`src/rtl/gb_dma_ctrl.sv`:
```
// Multi-mode DMA engine: legacy OAM DMA plus CGB general-purpose and HBlank HDMA
// behind one bus-master port; the MMU hands its buses over while DMA_ACTIVE is high.
module gb_dma_ctrl #(
  parameter int BYTE_CYCLES = 4,
  parameter int SETUP_DELAY = 4,
  parameter int OAM_LEN     = 160,
  parameter int BLOCK_BYTES = 16,
  parameter bit HDMA_EN     = 1'b1
) (
  input  logic        clk,
  input  logic        rst,
  input  logic [15:0] ADDR,
  input  logic        WR,
  input  logic        RD,
  input  logic [7:0]  MMIO_DATA_out,
  output logic [7:0]  MMIO_DATA_in,
  input  logic [1:0]  PPU_MODE,
  output logic [15:0] DMA_SRC_A,
  output logic        DMA_RD,
  input  logic [7:0]  DMA_D_in,
  output logic [15:0] DMA_DST_A,
  output logic        DMA_WR,
  output logic [7:0]  DMA_D_out,
  output logic        DMA_ACTIVE,
  output logic        OAM_BUSY,
  output logic        CPU_STALL
);
  localparam int CW = 16;
  localparam int IW = 16;

  typedef enum logic [2:0] {
    S_IDLE, S_OAM_SETUP, S_OAM_XFER, S_GP_XFER, S_HB_WAIT, S_HB_XFER
  } state_t;

  state_t        r_state;
  logic [CW-1:0] r_cyc;
  logic [IW-1:0] r_idx;
  logic [15:0]   r_src, r_dst;
  logic [7:0]    r_ff46, r_h1;
  logic [3:0]    r_h2, r_h4;
  logic [4:0]    r_h3;
  logic [6:0]    r_hlen;
  logic          r_hact, r_hstop, r_cancel, r_pend;
  logic [1:0]    r_ppu_prev;

  state_t        w_nstate, w_done_state;
  logic [CW-1:0] w_ncyc;
  logic          w_wr46, w_wr51, w_wr52, w_wr53, w_wr54, w_wr55, w_cancel;
  logic          w_slot_end, w_blk_last, w_oam_last, w_hb_edge, w_nxfer;
  logic          w_xfer_st, w_hdma_st, w_adv, w_start, w_blk_done;
  logic [7:0]    w_ff55;

  assign w_wr46   = WR && (ADDR == 16'hFF46);
  assign w_wr51   = HDMA_EN && WR && (ADDR == 16'hFF51);
  assign w_wr52   = HDMA_EN && WR && (ADDR == 16'hFF52);
  assign w_wr53   = HDMA_EN && WR && (ADDR == 16'hFF53);
  assign w_wr54   = HDMA_EN && WR && (ADDR == 16'hFF54);
  assign w_wr55   = HDMA_EN && WR && (ADDR == 16'hFF55);
  assign w_cancel = w_wr55 && !MMIO_DATA_out[7];

  assign w_slot_end = (r_cyc == CW'(BYTE_CYCLES - 1));
  assign w_blk_last = (r_idx == IW'(BLOCK_BYTES - 1));
  assign w_oam_last = (r_idx == IW'(OAM_LEN - 1));
  assign w_hb_edge  = (r_ppu_prev != 2'd0) && (PPU_MODE == 2'd0);
  assign w_xfer_st  = (r_state == S_OAM_XFER) || (r_state == S_GP_XFER) || (r_state == S_HB_XFER);
  assign w_hdma_st  = (r_state == S_GP_XFER) || (r_state == S_HB_WAIT) || (r_state == S_HB_XFER);
  // a page rewrite abandons the slot in flight, so its counters must not advance
  assign w_adv      = w_slot_end && w_xfer_st && !((r_state == S_OAM_XFER) && w_wr46);
  assign w_start    = (r_state == S_IDLE) && w_wr55;
  assign w_blk_done = w_blk_last &&
                      ((r_hlen == 7'd0) || ((r_state == S_HB_XFER) && (r_cancel || w_cancel)));
  assign w_done_state = (r_pend || w_wr46) ? S_OAM_SETUP : S_IDLE;

  always_comb begin
    w_nstate = r_state;
    w_ncyc   = r_cyc + CW'(1);
    unique case (r_state)
      S_IDLE: begin
        w_ncyc = '0;
        if (w_wr46)      w_nstate = S_OAM_SETUP;
        else if (w_wr55) w_nstate = MMIO_DATA_out[7] ? S_HB_WAIT : S_GP_XFER;
      end
      S_OAM_SETUP: begin
        if (w_wr46) w_ncyc = '0;
        else if (r_cyc == CW'(SETUP_DELAY - 1)) begin
          w_nstate = S_OAM_XFER;
          w_ncyc   = '0;
        end
      end
      S_OAM_XFER: begin
        if (w_wr46) begin
          w_nstate = S_OAM_SETUP;
          w_ncyc   = '0;
        end else if (w_slot_end) begin
          w_ncyc = '0;
          if (w_oam_last) w_nstate = S_IDLE;
        end
      end
      S_GP_XFER, S_HB_XFER: begin
        if (w_slot_end) begin
          w_ncyc = '0;
          if (w_blk_done)                            w_nstate = w_done_state;
          else if (w_blk_last && r_state == S_HB_XFER) w_nstate = S_HB_WAIT;
        end
      end
      S_HB_WAIT: begin
        w_ncyc = '0;
        if (w_cancel)       w_nstate = w_done_state;
        else if (w_hb_edge) w_nstate = S_HB_XFER;
      end
      default: begin
        w_nstate = S_IDLE;
        w_ncyc   = '0;
      end
    endcase
  end

  assign w_nxfer = (w_nstate == S_OAM_XFER) || (w_nstate == S_GP_XFER) || (w_nstate == S_HB_XFER);

  always_ff @(posedge clk or posedge rst) begin
    if (rst) begin
      r_state    <= S_IDLE;
      r_cyc      <= '0;
      r_idx      <= '0;
      r_src      <= '0;
      r_dst      <= '0;
      r_ff46     <= '0;
      r_h1       <= '0;
      r_h2       <= '0;
      r_h3       <= '0;
      r_h4       <= '0;
      r_hlen     <= '0;
      r_hact     <= 1'b0;
      r_hstop    <= 1'b0;
      r_cancel   <= 1'b0;
      r_pend     <= 1'b0;
      r_ppu_prev <= '0;
      DMA_ACTIVE <= 1'b0;
      DMA_RD     <= 1'b0;
      DMA_WR     <= 1'b0;
      OAM_BUSY   <= 1'b0;
      CPU_STALL  <= 1'b0;
    end else begin
      r_state    <= w_nstate;
      r_cyc      <= w_ncyc;
      r_ppu_prev <= PPU_MODE;
      DMA_ACTIVE <= w_nxfer;
      DMA_RD     <= w_nxfer;
      DMA_WR     <= w_nxfer && (w_ncyc == CW'(BYTE_CYCLES - 1));
      OAM_BUSY   <= (w_nstate == S_OAM_XFER);
      CPU_STALL  <= (w_nstate == S_GP_XFER) || (w_nstate == S_HB_XFER);

      if (w_wr46) r_ff46 <= MMIO_DATA_out;
      if (w_wr51) r_h1   <= MMIO_DATA_out;
      if (w_wr52) r_h2   <= MMIO_DATA_out[7:4];
      if (w_wr53) r_h3   <= MMIO_DATA_out[4:0];
      if (w_wr54) r_h4   <= MMIO_DATA_out[7:4];

      if (w_wr46 && w_hdma_st)          r_pend <= 1'b1;
      else if (r_state == S_OAM_SETUP)  r_pend <= 1'b0;

      if (w_start) begin
        r_src    <= {r_h1, r_h2, 4'h0};
        r_dst    <= {3'b100, r_h3, r_h4, 4'h0};
        r_hlen   <= MMIO_DATA_out[6:0];
        r_hact   <= 1'b1;
        r_hstop  <= 1'b0;
        r_cancel <= 1'b0;
        r_idx    <= '0;
      end

      if (r_state == S_OAM_SETUP && w_nstate == S_OAM_XFER) begin
        r_src <= {r_ff46, 8'h00};
        r_dst <= 16'hFE00;
        r_idx <= '0;
      end

      if (w_adv) begin
        r_src <= r_src + 16'd1;
        if (r_state == S_OAM_XFER) begin
          r_dst <= r_dst + 16'd1;
          r_idx <= r_idx + IW'(1);
        end else begin
          // VRAM destination wraps inside 8000-9FFF
          r_dst <= {3'b100, r_dst[12:0] + 13'd1};
          r_idx <= w_blk_last ? '0 : r_idx + IW'(1);
          if (w_blk_last) begin
            if (r_hlen == 7'd0) begin
              r_hact  <= 1'b0;
              r_hstop <= 1'b0;
            end else begin
              r_hlen <= r_hlen - 7'd1;
              if (r_state == S_HB_XFER && (r_cancel || w_cancel)) begin
                r_hact  <= 1'b0;
                r_hstop <= 1'b1;
              end
            end
          end
        end
      end

      if (r_state == S_HB_XFER && w_cancel) r_cancel <= 1'b1;
      if (r_state == S_HB_WAIT && w_cancel) begin
        r_hact  <= 1'b0;
        r_hstop <= 1'b1;
      end
    end
  end

  assign DMA_SRC_A = r_src;
  assign DMA_DST_A = r_dst;
  assign DMA_D_out = DMA_WR ? DMA_D_in : 8'h00;
  assign w_ff55    = r_hact ? {1'b0, r_hlen} : (r_hstop ? {1'b1, r_hlen} : 8'hFF);

  always_comb begin
    MMIO_DATA_in = 8'h00;
    if (RD) begin
      MMIO_DATA_in = 8'hFF;
      if (ADDR == 16'hFF46)                 MMIO_DATA_in = r_ff46;
      else if (HDMA_EN && ADDR == 16'hFF55) MMIO_DATA_in = w_ff55;
    end
  end
endmodule
```
`config.mk`:
```
export PLATFORM = sky130hd
export DESIGN_NAME = gb_dma_ctrl
export DESIGN_NICKNAME = d
export VERILOG_FILES = /design/src/rtl/gb_dma_ctrl.sv
export SDC_FILE = /design/constraint.sdc
export NUM_CORES = 1
export LEC_CHECK = 0
export CORE_MARGIN = 5
export CORE_UTILIZATION = 55
export CTS_BUF_LIST = sky130_fd_sc_hd__clkbuf_8
export DETAILED_ROUTE_END_ITERATION = 8
export GPL_TIMING_DRIVEN = 0
export PLACE_DENSITY = 0.8
export SLEW_MARGIN = 0
export SYNTH_ARGS = -nofsm -noshare
export SYNTH_HDL_FRONTEND = slang
export SYNTH_SLANG_ARGS = --single-unit
```
`constraint.sdc`:
```
create_clock -name clk -period 5.8 [get_ports clk]
set_input_delay 1.74 -clock clk [delete_from_list [all_inputs] [get_ports clk]]
set_output_delay 1.74 -clock clk [all_outputs]
set_load 0.01 [all_outputs]
```
==> impl_results.md, run 1 <==
- RSZ-0062 raised after global routing: no
- Number of fill cells: 911
- Dpl ws: -99.4 ps
- Worst reg2reg path endpoint: r_hlen[2]
- DR vias: 6200
- Die area: 14000 um^2
- Final setup viols: 0
- Vias in the first global route: 5972
- Worst path slowest cell: clkdlybuf4s50_1
- Final Cycle Share: 97.8%
- CP required: 4060 ps
- Cell Pwr Density: 205 nW/um^2
- Vias per cell: 6.24
- Hold WS: 494 ps
- F_max: 176 MHz
- I/O Buffers: 89
- Most frequent cells in the layout: 113 x dfrtp_1, 90 x nor2_1, 89 x clkdlybuf4s50_1
- Cell Rows: 39
- Crit path kind: input pin to output pin
- Hold Path Origin: r_idx[15]
- First-pass GRT wire length: 30500 um
- Max Transition Viols Final: 0
- Area grow syn2layout: 23.8%
- EDFF count, synth: 0
- Post-layout util: 69.5%
- Worst path buffer plus inverter count: 3
- CP cell instances: clkdlybuf4s50_1 -> or3b_1 -> nor3_4 -> o211ai_1 -> buf_4 -> o221a_2 -> clkdlybuf4s50_1
- Root buf cell: clkbuf_8
- Initial antenna violation count: 0
- VDD IR max: 0.288 mV
- Status: finished, final reports clean
- Mean Syn Cell Area: 8.84 um^2
- Crit end category: output pin
- DRT antenna net count: 0
- Gate Count Post-Synth: 728
- Most frequent CP cell: clkdlybuf4s50_1
- Clock buffer depth: 2
- Skew final: 11.8 ps
- YS warnings: 0
- R2R Setup Slk: 2510 ps
- Final WS setup: 126 ps
- Final WL: 18600 um
- Post-synthesis sequential area ratio: 43.9%
- I/O pin cnt: 91
- Critical Path AT: 3930 ps
- HPWL Detailed: 13800 um
- Slew @ Worst Pin: 1110 ps
- 1st-pass router iterations: 5
- Htree depth: 4
- Hold-critical path depth: 1
- Cell family with most CP delay: buffers and inverters
- Antenna cells: 0
- Routability cong.: 0.962
- CP max stage delay: 490 ps
- Net Count, Synth: 771
- Share of layout cells above drive strength 1: 11.9%
- Hold WC Path Type: register to register
- Synth unique cells: 61
- Core Area: 11500 um^2
- Asr flop ratio synth: 100%
- Clock Latency Late Sink: 460 ps
- Largest net degree at the start of global routing: 69
- Maxcap violations: 0
- Clock tree from TritonCTS: built
- CP Max Fanout: 7
- Ys flop type: dfrtp_1
- # nets final: 880
- Die X: 118 um
- Synthesized area: 6440 um^2
- Chip height: 118 um
- Minimum clock period: 5670 ps
- Starting Density: 56.1%
- Cts hold-fix bufs: 0
- Hold worst-path end: r_idx[15]
- Clk slew on worst S/H paths: 60 ps
- Endpoints failing hold: 0
- R2R cell count: 8
- Yosys reg bits: 113
- Routed length per placed instance: 18.7 um
- GRT Resource Usage Total: 26.6%
- Leading cell type in the layout, fill and taps excluded: dfrtp_1
- Slew HR: 25.6%
- CTS Buf Count: 17
- Reg2reg start: r_cyc[12]
- # DRC: 0
- Critical Path Source Type: input pin
- DRT iter0 DRCs: 823
- Leak pwr: 3.43 nW
- Clk sinks: 113
- Overflow after GRT: 0
## how the worst max path moves through the flow
stage	startpoint	end	cells after the start
after floorplan	rst	CPU_STALL	1
after global placement	rst	r_ff46[4]	2
after detailed placement	ADDR[6]	MMIO_DATA_in[3]	6
after CTS	ADDR[1]	MMIO_DATA_in[3]	7
after global routing	ADDR[6]	MMIO_DATA_in[1]	7
final	ADDR[6]	MMIO_DATA_in[3]	7
## cell families after synthesis
family	after synthesis	share of synthesized area [%]
AOI/OAI and AO/OA	167	17.1
xor gates and xnor gates	19	2.58
adders and majority gates	5	0.972
buffers and inverters	56	3.83
DFF	113	43.9
muxes	36	6.20
and+or+nand+nor	332	25.4
## worst reg2reg max path: stages (launching register included)
cell      delay [ps]
dfrtp_1          360
clkbuf_1         170
nor4_1           740
nand2_1          290
nor4_2           740
nand2_1          350
nand2_1          240
o21ai_0          150
a21oi_1          190
## power breakdown
group / switching [W] / internal [W] / total (W)
Sequential: 0.000000253 / 0.000789 / 0.000789
Clock: 0.000329 / 0.000452 / 0.000781
Combinational: 0.0000330 / 0.0000334 / 0.0000664
## Yosys cell counts, types with 9 or more instances
library cell	count	area, um^2
dfrtp_1	113	2830
nor2_1	90	338
nand2_1	75	282
o21ai_0	58	290
nand3_1	40	200
mux2_2	31	349
inv_1	25	93.8
nor3_1	22	110
a21oi_1	20	100
clkbuf_1	20	75.1
and3_1	19	119
and2_1	14	87.6
xnor2_1	14	123
nor4_1	13	81.3
nand4_1	12	75.1
o21ai_2	10	87.6
nor2b_1	9	56.3
o31ai_1	9	67.6
## layer usage
layer / vias up / share of wire (%) / global-route usage (%)
met4: 0 / 2.0 / 9.68
met3: 50 / 8.1 / 6.06
met2: 301 / 46 / 40.4
met1: 2970 / 44 / 37.4
met5: - / 0 / 0
li1: 2879 / - / -
## stage by stage
step	total power (W)	setup TNS, ps	std cells	area (um^2)
3_5_place_dp	0.000871	-578	961	7540
4_1_cts	0.00165	0	994	7970
6_report	0.00164	0	993	7970
3_3_place_gp	0.000866	-54990	960	7510
2_1_floorplan	0.000826	0	728	6440
5_1_grt	0.00170	0	993	7970
## final cells by class
cell class,count,area [um^2],share of cell area (%)
tap,143,179,2.24
clock inverter,12,141,1.77
sequential,113,2830,35.5
multi-input combinational,559,3380,42.4
clock buffer,20,275,3.45
timing repair buffer,91,926,11.6
inverter,25,96.3,1.21
buffer,30,149,1.87
## sequential cells by signal, indices dropped and copies added (netlist names), 3 cells and up
name / count
r_h1: 8
r_h3: 5
r_state: 3
r_h2: 4
r_ff46: 8
r_hlen: 7
r_cyc: 16
DMA_DST_A: 16
DMA_SRC_A: 16
r_h4: 4
r_idx: 16
## timing repair
action,in CTS,in global routing
pin swaps,1,0
gates resized for setup,1,1
buffers inserted,1,0
setup endpoints to repair,7,7
Power figures use the tool's default switching activity.
==> run 2, diff against run 1 <==
- HOLD_SLACK_MARGIN: default -> 0.08
==> results of run 2 <==
Final layout, timing and power as in run 1 (identical DEF).
